--- src/rtl/act_buf_pkg.sv ---
`default_nettype none
// ------------------------------------------------------------------
// act_buf_pkg: reader states and address-width default shared by the
// activation buffer and its bank controller.             Rev 1.0
// ------------------------------------------------------------------
package act_buf_pkg;

  localparam int DEF_ADDR_WIDTH = 7;

  typedef enum logic [1:0] {
    IDLE   = 2'd0,
    STREAM = 2'd1,
    DRAIN  = 2'd2
  } rd_state_e;

endpackage
`default_nettype wire

--- src/rtl/act_bank_ctrl.sv ---
`default_nettype none
// ------------------------------------------------------------------
// act_bank_ctrl: ping/pong ownership of the two activation banks,
// host write gating and tile read streaming.             Rev 1.0
// ------------------------------------------------------------------
module act_bank_ctrl
  import act_buf_pkg::*;
#(
  parameter int ADDR_WIDTH = DEF_ADDR_WIDTH
) (
  input  logic                  clk,
  input  logic                  rst,
  input  logic                  host_we,
  input  logic [ADDR_WIDTH-1:0] host_waddr,
  input  logic                  host_commit,
  output logic                  host_wr_ready,
  output logic                  buf_we,
  output logic [ADDR_WIDTH-1:0] buf_waddr,
  output logic                  buf_bank_sel_wr,
  input  logic [ADDR_WIDTH:0]   cfg_k_len,
  input  logic                  arr_ready,
  output logic                  rd_en,
  output logic [ADDR_WIDTH-1:0] k_idx,
  output logic                  bank_sel_rd,
  output logic                  a_valid,
  output logic                  tile_done,
  output logic                  err_overflow
);

  localparam logic [ADDR_WIDTH:0] MAX_K_LEN = {1'b1, {ADDR_WIDTH{1'b0}}};

  rd_state_e             state_q;
  logic [1:0]            full_cnt_q, full_cnt_d;
  logic                  wr_bank_q, rd_bank_q;
  logic [ADDR_WIDTH-1:0] k_idx_q, k_last_q;
  logic [1:0]            vld_q;
  logic                  err_q;

  logic                  w_start, w_tile_start, w_release, w_commit_ok;
  logic [ADDR_WIDTH-1:0] w_k_last;

  assign host_wr_ready   = (full_cnt_q != 2'd2);
  assign buf_we          = host_we & host_wr_ready;
  assign buf_waddr       = host_waddr;
  assign buf_bank_sel_wr = wr_bank_q;

  assign w_commit_ok  = host_commit & host_wr_ready;
  assign w_start      = (state_q == IDLE) && (full_cnt_q != 2'd0) && arr_ready;
  assign w_tile_start = w_start && (cfg_k_len != '0);
  // A zero-length tile has nothing to read, so its bank is handed back at once.
  assign w_release    = (state_q == DRAIN) || (w_start && (cfg_k_len == '0));

  // Index of the last row; an oversized length clamps to the full bank depth.
  assign w_k_last = (cfg_k_len > MAX_K_LEN) ? '1 : (cfg_k_len[ADDR_WIDTH-1:0] - ADDR_WIDTH'(1));

  always_comb begin
    full_cnt_d = full_cnt_q;
    case ({w_commit_ok, w_release})
      2'b10:   full_cnt_d = full_cnt_q + 2'd1;
      2'b01:   full_cnt_d = full_cnt_q - 2'd1;
      default: full_cnt_d = full_cnt_q;
    endcase
  end

  always_ff @(posedge clk) begin
    if (rst) begin
      state_q    <= IDLE;
      full_cnt_q <= 2'd0;
      wr_bank_q  <= 1'b0;
      rd_bank_q  <= 1'b0;
      k_idx_q    <= '0;
      k_last_q   <= '0;
      vld_q      <= 2'b00;
      err_q      <= 1'b0;
    end else begin
      full_cnt_q <= full_cnt_d;
      if (w_commit_ok)
        wr_bank_q <= ~wr_bank_q;
      if (w_release)
        rd_bank_q <= ~rd_bank_q;
      if ((host_we || host_commit) && !host_wr_ready)
        err_q <= 1'b1;
      // Row i is read in STREAM cycle n+i and reaches a_vec two edges later.
      vld_q <= {vld_q[0], (state_q == STREAM)};

      case (state_q)
        IDLE: begin
          if (w_tile_start) begin
            state_q  <= STREAM;
            k_idx_q  <= '0;
            k_last_q <= w_k_last;
          end
        end
        STREAM: begin
          if (k_idx_q == k_last_q)
            state_q <= DRAIN;
          else
            k_idx_q <= k_idx_q + ADDR_WIDTH'(1);
        end
        DRAIN: begin
          state_q <= IDLE;
          k_idx_q <= '0;
        end
        default: state_q <= IDLE;
      endcase
    end
  end

  // The extra DRAIN read clocks the last row out of the gated buffer.
  assign rd_en        = (state_q == STREAM) || (state_q == DRAIN);
  assign k_idx        = k_idx_q;
  assign bank_sel_rd  = rd_bank_q;
  assign a_valid      = vld_q[1];
  assign tile_done    = w_release;
  assign err_overflow = err_q;

endmodule
`default_nettype wire

--- config.mk ---
export PLATFORM = sky130hd
export DESIGN_NAME = act_bank_ctrl
export DESIGN_NICKNAME = d
export VERILOG_FILES = /design/src/rtl/act_buf_pkg.sv /design/src/rtl/act_bank_ctrl.sv
export SDC_FILE = /design/constraint.sdc
export NUM_CORES = 1
export LEC_CHECK = 0
export ABC_AREA = 1
export CAP_MARGIN = 10
export CELL_PAD_IN_SITES_DETAIL_PLACEMENT = 0
export CELL_PAD_IN_SITES_GLOBAL_PLACEMENT = 1
export CORE_MARGIN = 2
export CORE_UTILIZATION = 25
export DETAILED_ROUTE_END_ITERATION = 8
export HOLD_SLACK_MARGIN = 0.1
export PLACE_DENSITY_LB_ADDON = 0.1
export SLEW_MARGIN = 20
export SYNTH_ARGS = -nofsm -noshare
export SYNTH_HDL_FRONTEND = slang
export SYNTH_SLANG_ARGS = --single-unit
export TNS_END_PERCENT = 50
--- constraint.sdc ---
create_clock -name clk -period 4.8 [get_ports clk]
set_input_delay 1.2 -clock clk [delete_from_list [all_inputs] [get_ports clk]]
set_output_delay 1.2 -clock clk [all_outputs]
set_load 0.005 [all_outputs]
Word level (Yosys, flattened, before mapping) --
Cells that the tools add are included.
Word-level totals: bits of input ports 20, register bits 23, output and inout port bits 22, logic and storage cells 52
Cells by class: equality and inequality tests 9, reduce and logical (&&, ||, !) cells 18, multiplexer cells 8, $lt $le $gt $ge 1, add/subtract/negate cells 4, bitwise operators 4
Operators with widths (count):
- 7-bit two-way mux | 3
- 7-bit case mux with 3 select lines | 1
- 8-bit > comparator (second input constant) | 1
- 8-bit zero test | 1
- 2-bit case mux with 2 select lines | 2
- 8-bit nonzero test | 1
- 7-bit by 1-bit adder with 7-bit output (second input constant) | 1
- 7-bit == test | 1
- 7-bit by 1-bit subtractor with 7-bit output (second input constant) | 1
- 2-bit inequality test (second input constant) | 3
- 1-bit logical AND | 5
- 2-bit by 1-bit == test with 1-bit output (second input constant) | 2
- 2-bit == test (second input constant) | 2
- 2-bit two-way mux | 2
- 2-bit AND reduction | 2
- 2-bit nonzero test | 2
- 1-bit logical OR | 3
- 3-bit AND reduction | 1
- 3-bit nonzero test | 1
- 2-bit by 1-bit adder with 2-bit output (second input constant) | 1
- 1-bit bitwise AND | 2
- 2-bit zero test | 1
- 2-bit by 1-bit inequality test with 1-bit output (second input constant) | 1
- 1-bit inverter | 2
- other kinds (2) | 2

Logic depth before layout (Yosys ltp) --
Gate-level depths: netlist of run 1.
depth in word-level cells 7, gate-level depth with buffers 11, depth with buffers taken out 11

Worst setup path after synthesis of run 1 --
No wires, ideal clock.
path kind input -> output, start input cfg_k_len[0], end output tile_done, path slack 1751 ps, cell stages on the path 5, data required time 3600 ps, path buffers 0, data arrival time 1849 ps, cells stage by stage inv_1 ha_1 nand2_4 nor2_1 a21o_1
On the way: longest elaborated chain between the ends 3
Ends and longest elaborated chain:
- from (decl) | line act_bank_ctrl.sv:20 | input logic [ADDR_WIDTH:0] cfg_k_len,
- 8-bit zero test | line act_bank_ctrl.sv:51 | assign w_release = (state_q == DRAIN) || (w_start && (cfg_k_len == '0));
- 1-bit logical AND | line act_bank_ctrl.sv:51
- 1-bit logical OR | line act_bank_ctrl.sv:51
- to (decl) | line act_bank_ctrl.sv:26 | output logic tile_done,
Every way passes these cells.

Final worst setup path of run 1 --
Ends and elaborated chain as after synthesis.

==> results of run 1 <==
[layer usage]
metal	share of wire (%)	track usage (%)	wire length, um	up-vias
li1	-	-	-	701
met1	49	14.69	1692	557
met2	46	19.42	1585	26
met3	4.0	2.111	136	2
met4	0.78	3.559	27	0
met5	0	0	0	-
[cell usage after synthesis, types with 2 or more instances]
library cell	instances	area (um^2)
sky130_fd_sc_hd__xor2_1	5	43.79
sky130_fd_sc_hd__clkbuf_1	2	7.510
sky130_fd_sc_hd__a21oi_1	10	50.05
sky130_fd_sc_hd__nand2_2	4	25.02
sky130_fd_sc_hd__inv_1	31	116.4
sky130_fd_sc_hd__buf_4	7	52.55
sky130_fd_sc_hd__nand4_1	6	37.54
sky130_fd_sc_hd__inv_2	2	7.510
sky130_fd_sc_hd__nand3_1	6	30.03
sky130_fd_sc_hd__a21oi_2	3	26.28
sky130_fd_sc_hd__ha_1	9	112.6
sky130_fd_sc_hd__nand2_4	2	22.52
sky130_fd_sc_hd__a211oi_1	7	52.55
sky130_fd_sc_hd__xnor2_1	2	17.52
sky130_fd_sc_hd__nor2_1	27	101.4
sky130_fd_sc_hd__nand2_1	41	153.9
sky130_fd_sc_hd__o21ai_0	8	40.04
sky130_fd_sc_hd__dfxtp_1	23	460.4
[worst max-delay path, cell delays in order]
cell	delay, ns
sky130_fd_sc_hd__clkdlybuf4s50_1	0.40
sky130_fd_sc_hd__inv_1	0.13
sky130_fd_sc_hd__ha_1	0.23
sky130_fd_sc_hd__nand2_4	0.08
sky130_fd_sc_hd__nor2_1	0.13
sky130_fd_sc_hd__a21o_1	0.18
sky130_fd_sc_hd__clkdlybuf4s50_1	0.51
[through the flow]
| step | cells | worst slack, ns | util [%] | instance area, um^2 | hold WS, ns |
|---|---|---|---|---|---|
| final | 306 | 0.7269 | 31.56 | 1836 | 0.4093 |
| after detailed placement | 302 | 0.7373 | 30.79 | 1790 | 0.3974 |
| after CTS | 306 | 0.7151 | 31.56 | 1836 | 0.4124 |
| after global routing | 306 | 0.5885 | 31.56 | 1836 | 0.4337 |
| after global placement | 302 | 0.7340 | 30.79 | 1790 | 0.3990 |
| after floorplan | 208 | 1.751 | - | 1479 | 0.3883 |
[state kept, by name, indices dropped and copies added, names as in the netlist]
name,cells
bank_sel_rd,1
buf_bank_sel_wr,1
err_overflow,1
full_cnt_q,2
k_idx,7
k_last_q,7
state_q,2
vld_q,2
[final cells by class]
class / count / area [um^2]
Clock buffer: 4 / 45.04
Fill cell: 659 / 3980
Sequential cell: 23 / 460.4
Tap cell: 75 / 93.84
Inverter: 34 / 127.6
Multi-Input combinational cell: 142 / 830.8
Timing Repair Buffer: 28 / 277.8
[worst paths after layout]
check | startpoint | slack, ns | end | depth (start not counted)
worst max-delay path | cfg_k_len[0] | 0.73 | tile_done | 7
worst max register to register | state_q[0] | 2.77 | full_cnt_q[1] | 10
worst min-delay path | vld_q[0] | 0.41 | vld_q[1] | 2
worst min register to register | vld_q[0] | 0.41 | vld_q[1] | 2
[logic make-up after synthesis]
family          Yosys count  synth area share (%)
simple gates             95                 30.29
fa+ha+maj                 9                 7.614
xor+xnor                  7                 4.146
buf+inv                  43                 12.69
flops                    23                 31.13
compound gates           31                 14.13
[power breakdown]
part / switching (mW) / leakage (nW) / total [mW] / internal (mW)
clock network: 0.0654 / 0.0228 / 0.125 / 0.0593
registers: 0.0502 / 0.188 / 0.289 / 0.239
logic: 0.233 / 0.565 / 0.410 / 0.177
==> reports/results.txt, run 1 <==
The flow ran to the end, and the final reports show no timing, DRC or antenna violations. The clock edge transition at the registers on the reported setup and hold paths works out to 0.09 ns. The final setup TNS was 0 ns. After global routing the overflow that remains totals 0. Across the routed clock network, the largest skew measured is 0.004599 ns.

The number of global-route vias before repair is 1252, and the required arrival time at the worst endpoint is 3.60 ns. The max-slew headroom at the worst pin is 80.26%. The logs give 0 for the remaining antenna violation count and 3 for the number of buffers inserted during clock tree synthesis. The initial antenna violation count is 0, and the part of the cycle the worst path needs is 84.86%. Pin placement for this block handled 42 I/O pins. The worst-case IR drop observed on VDD is 0.0001322 V. For this block, the via count after detailed routing is 1286.

The area enclosed by the die boundary is 6547 um^2. Setup repair after global routing left no endpoint under its margin. The share of the Yosys chip area taken by registers is 31.13%. The average vias per placed instance works out to 4.203. The critical path class was in -> out. Fraction of synthesis flops using an asynchronous set or reset pin: 0%. The smallest clock period supported by the final layout is computed as 4.073 ns.

Number of H-tree levels: 1. The tree is rooted in a sky130_fd_sc_hd__clkbuf_8. Row generation in the floorplan step produced 28 rows. For this run, the leading register cell type out of synthesis is sky130_fd_sc_hd__dfxtp_1. The tools report the first-pass iteration count of the detailed router as 4. The logs give 261 for the net total in the final layout and 0 for the cts-stage hold buffer count. The number of endpoints failing setup at the final stage was 0. Post-CTS timing repair inserted 0 buffers for setup.

For this configuration, the core starts out at a cell density of 25.43%. The first-pass GRT wire length is 5802 um, and the area of the core is 5816 um^2. The overall global routing resource usage is 11.45%, and the overall die height is 80.92 um. Yosys mapped a number of flops with a built-in enable equal to 0. The maximum number of pins on one net before global-route repair is 17, and the synthesized flop and latch total is 23. The tools report the max-slew violation total from the final report as 0. Averaged over all synthesized cells, the footprint is 7.110 um^2. Reported max-cap violation count: 0. DRC violation count after routing: 0. For this design the static power due to leakage is 0.7763 nW.

The number of gates given a new drive strength after cts is 0. The worst setup path is launched from an input pin. The biggest fanout along the worst timing path works out to 5.

TritonCTS built the clock tree. The library cells used most frequently in the layout, excluding fill and tap cells, are 41 x sky130_fd_sc_hd__nand2_1, 31 x sky130_fd_sc_hd__inv_1, 27 x sky130_fd_sc_hd__nor2_1, 27 x sky130_fd_sc_hd__clkdlybuf4s50_1, 23 x sky130_fd_sc_hd__dfxtp_1. At the pin with the least slew margin, the transition time is 0.2958 ns.

The share of final-layout standard cells stronger than drive strength 1 is 9.524%. The Yosys step of the flow raised 0 warnings. After detailed routing, the average wire length per cell comes to 11.25 um. The width of the die came out at 80.92 um. The largest buffer count on any clock path was 2. For this block, the initial DRC count from the detailed router was 37. The number of nets in the synthesized netlist is 237. The placed wire-length estimate after detailed placement was 2710 um.

At the later pin of the worst-skew pair, clock insertion delay measures 0.26 ns. The tools report the maximum frequency from static timing analysis as 245.5 MHz. Worst hold path class: reg -> reg. The final hold violation count is 0. The count of input and output buffers is 27, and the critical path data arrival time is 2.87 ns. The type of destination of the critical path was an output pin. 0 antenna diodes ended up in the layout.

The cell area power density is 449.0 nW/um^2. The synthesized netlist occupies a cell area of 1479 um^2. The library cell used most frequently in the layout, excluding fill and tap cells, is sky130_fd_sc_hd__nand2_1.

For the number of distinct library cells after synthesis, the log shows 31. Synthesis produced a netlist whose cell count is 208. The area added between synthesis and finish came out at 24.11%. The overall power of the completed layout was 824.1 uW.

For this design, the sink count on the clock tree is 23. Routability-driven placement finished with a final weighted congestion of 0.6997. The tools report the wire length reported by the detailed router as 3442 um.
Note: power is estimated with default switching activity, not from simulation.
==> inputs of run 2 (changes only) <==
Clock period 4.8 ns to 3.6 ns, I/O delays scaled along.
==> run 2 against run 1 <==
  * Routed wire length grew 1.5%
  * Critical endpoint unchanged
  * Count of clock-buffer cells in the layout is the same
  * Largest power group unchanged
  * Utilization grew 0.13 points
  * Die area is the same
  * Via count grew 1.3%
  * Sequential share of layout area shrank 0.10 points
  * Final area grew 0.41%
  * Critical path depth is the same
==> reports/results.txt, run 2 (synthesis results as in run 1) <==
Number of buffers inserted during clock tree synthesis: 3 (unchanged). The logs give 5982 um (was 5802 um) for the first-pass GRT wire length and 3495 um (was 3442 um) for the wire length reported by the detailed router. Commonest cells after routing, fill and taps aside: 41 x sky130_fd_sc_hd__nand2_1, 31 x sky130_fd_sc_hd__inv_1, 27 x sky130_fd_sc_hd__nor2_1, 27 x sky130_fd_sc_hd__clkdlybuf4s50_1, 23 x sky130_fd_sc_hd__dfxtp_1 (unchanged).

The run gives 2 (unchanged) as the largest buffer count on any clock path. The biggest fanout along the worst timing path works out to 4 (was 5). The area occupied by registers was 460.4 um^2 (unchanged). The reported leakage power is 0.7811 nW (was 0.7763 nW), and the clock insertion delay at the later pin of the skew report is 0.26 ns (about the same). The placed instance count was 303 (was 302); the final standard cell count with taps included and fillers excluded was 307 (was 306). The reported max-cap violation count was 0 (unchanged); the routed length per placed instance was 11.38 um (was 11.25 um). The number of antenna diodes came out at 0 (unchanged). The commonest non-fill, non-tap cell in the layout was sky130_fd_sc_hd__nand2_1 (unchanged). Maximum resistive drop on vdd: 0.0002488 V (was 0.0001322 V).

Setup repair after global routing left no endpoint under its margin. The cell area power density is 597.2 nW/um^2 (was 449.0 nW/um^2), and the number of fill cells in the layout is 662 (was 659). The measured slew at the worst slew-check pin is 0.2975 ns (was 0.2958 ns), and the clock edge transition at the registers on the reported setup and hold paths is 0.09 ns (about the same).

TritonCTS built the clock tree. Based on the critical path, the design can be clocked at up to 292.3 MHz. The number of H-tree levels was 1 (unchanged). The final hold violation count was 0 (unchanged). The number of gates given a new drive strength after cts was 0 (unchanged); the setup skew after layout was 0.004046 ns (was 0.004599 ns). The iteration-0 DRC count of the detailed router is 44 (was 37).

The maximum number of pins on one net before global-route repair was 17 (unchanged). The count of input and output buffers is 27 (unchanged). Type of destination of the critical path: an output pin (unchanged). The flow ran to the end, and the final reports show no timing, DRC or antenna violations. The first-pass iteration count of the detailed router is 4 (unchanged). DRC violation count after routing: 0 (unchanged).

The tools report the area after detailed placement as 1798 um^2 (was 1790 um^2). The overflow left after global routing was 0 (unchanged). The overall global routing resource usage is 11.59% (was 11.45%). The number of setup buffers added after CTS is 0 (unchanged), and the number of endpoints failing setup at the final stage is 0 (unchanged). The share of final-layout standard cells stronger than drive strength 1 is 9.914% (was 9.524%).

Initial antenna violation count: 0 (unchanged). The startpoint type of the worst setup path was an input pin (unchanged). The tools report the area of the core as 5816 um^2 (unchanged).

The max-slew headroom at the worst pin is 80.14% (was 80.26%), and the part of the cycle the worst path needs is 95.02%. The starting density of the core came out at 25.43% (unchanged). The final design instance area without fill was 1843 um^2 (was 1836 um^2); the area used by multi-input combinational logic was 830.8 um^2 (unchanged).

The routed design could run at a clock period as short as 3.421 ns. For the final setup TNS, the log shows 0 ns (unchanged). The logs give 28 (unchanged) for the number of rows in the core area and 2.70 ns (was 3.60 ns) for the required arrival time at the worst endpoint. The logs give 0 (unchanged) for the cts-stage hold buffer count and 1277 (was 1252) for the number of global-route vias before repair.

Critical path class: in -> out (unchanged). The overall die height was 80.92 um (unchanged); the number of sinks on the clock net was 23 (unchanged). The run gives 262 (was 261) as the net total in the final layout.

The average vias per placed instance is 4.244 (was 4.203). The area added between synthesis and finish was 24.62% (was 24.11%); the area enclosed by the die boundary was 6547 um^2 (unchanged). The remaining antenna violation count came out at 0 (unchanged).

The weighted congestion at the end of routability-driven global placement came out at 0.6930 (was 0.6997). The worst hold path class was reg -> reg (unchanged). The detailed-route via count is 1303 (was 1286). The I/O pin count came out at 42 (unchanged). The width of the die is 80.92 um (unchanged). Clock root buffer master: sky130_fd_sc_hd__clkbuf_8 (unchanged).

For the critical path data arrival time, the log shows 2.52 ns (was 2.87 ns). The tools report the max-slew violation total from the final report as 0 (unchanged). The run gives 31.69% (was 31.56%) as the core occupancy in the finished layout. The placed wire-length estimate after detailed placement is 2763 um (was 2710 um).
==> run 2: changes by cell type in the layout (fill, tap and decap cells not counted) <==
cell / change
sky130_fd_sc_hd__buf_4: +1
==> run 2: power breakdown <==
| group | internal [mW] | total (mW) | switching [mW] |
|---|---|---|---|
| Sequential | 0.319 | 0.385 | 0.0664 |
| Combinational | 0.237 | 0.549 | 0.312 |
| Clock | 0.0791 | 0.167 | 0.0877 |
| Total | 0.634 | 1.10 | 0.466 |
==> run 2: critical path: stages <==
cell	delay, ns
sky130_fd_sc_hd__clkdlybuf4s50_1	0.42
sky130_fd_sc_hd__inv_1	0.09
sky130_fd_sc_hd__ha_1	0.20
sky130_fd_sc_hd__nand2_4	0.08
sky130_fd_sc_hd__nor2_1	0.13
sky130_fd_sc_hd__a21o_1	0.19
sky130_fd_sc_hd__clkdlybuf4s50_1	0.51
==> run 2: metal layers <==
layer,vias up,share of wire [%],track usage [%]
li1,702,-,-
met2,26,44,19.17
met1,571,50,15.08
met4,0,0.97,3.051
met5,-,0,0
met3,4,4.5,2.778
==> run 2: cell type report <==
cell class / count / share of cell area, %
Multi-Input combinational cell: 142 / 45.08
Tap cell: 75 / 5.092
Timing Repair Buffer: 29 / 15.48
Clock buffer: 4 / 2.444
Inverter: 34 / 6.925
Sequential cell: 23 / 24.98
==> run 2: path summary, 6_finish.rpt <==
kind,start,endpoint,slack (ns),depth (start not counted)
setup / recovery,cfg_k_len[1],tile_done,0.18,7
hold / removal,vld_q[0],vld_q[1],0.41,2
setup reg to reg,state_q[0],full_cnt_q[1],1.58,10
hold reg to reg,vld_q[0],vld_q[1],0.41,2
==> run 2: stage by stage <==
step	hold WS, ns	power (mW)	setup WS (ns)
finish	0.4071	1.101	0.1793
CTS	0.4102	1.125	0.1501
global route	0.4264	1.215	0.08575
global placement	0.3931	0.9600	0.1745
detailed placement	0.3968	0.9511	0.1702
floorplan	0.3883	0.7531	1.151
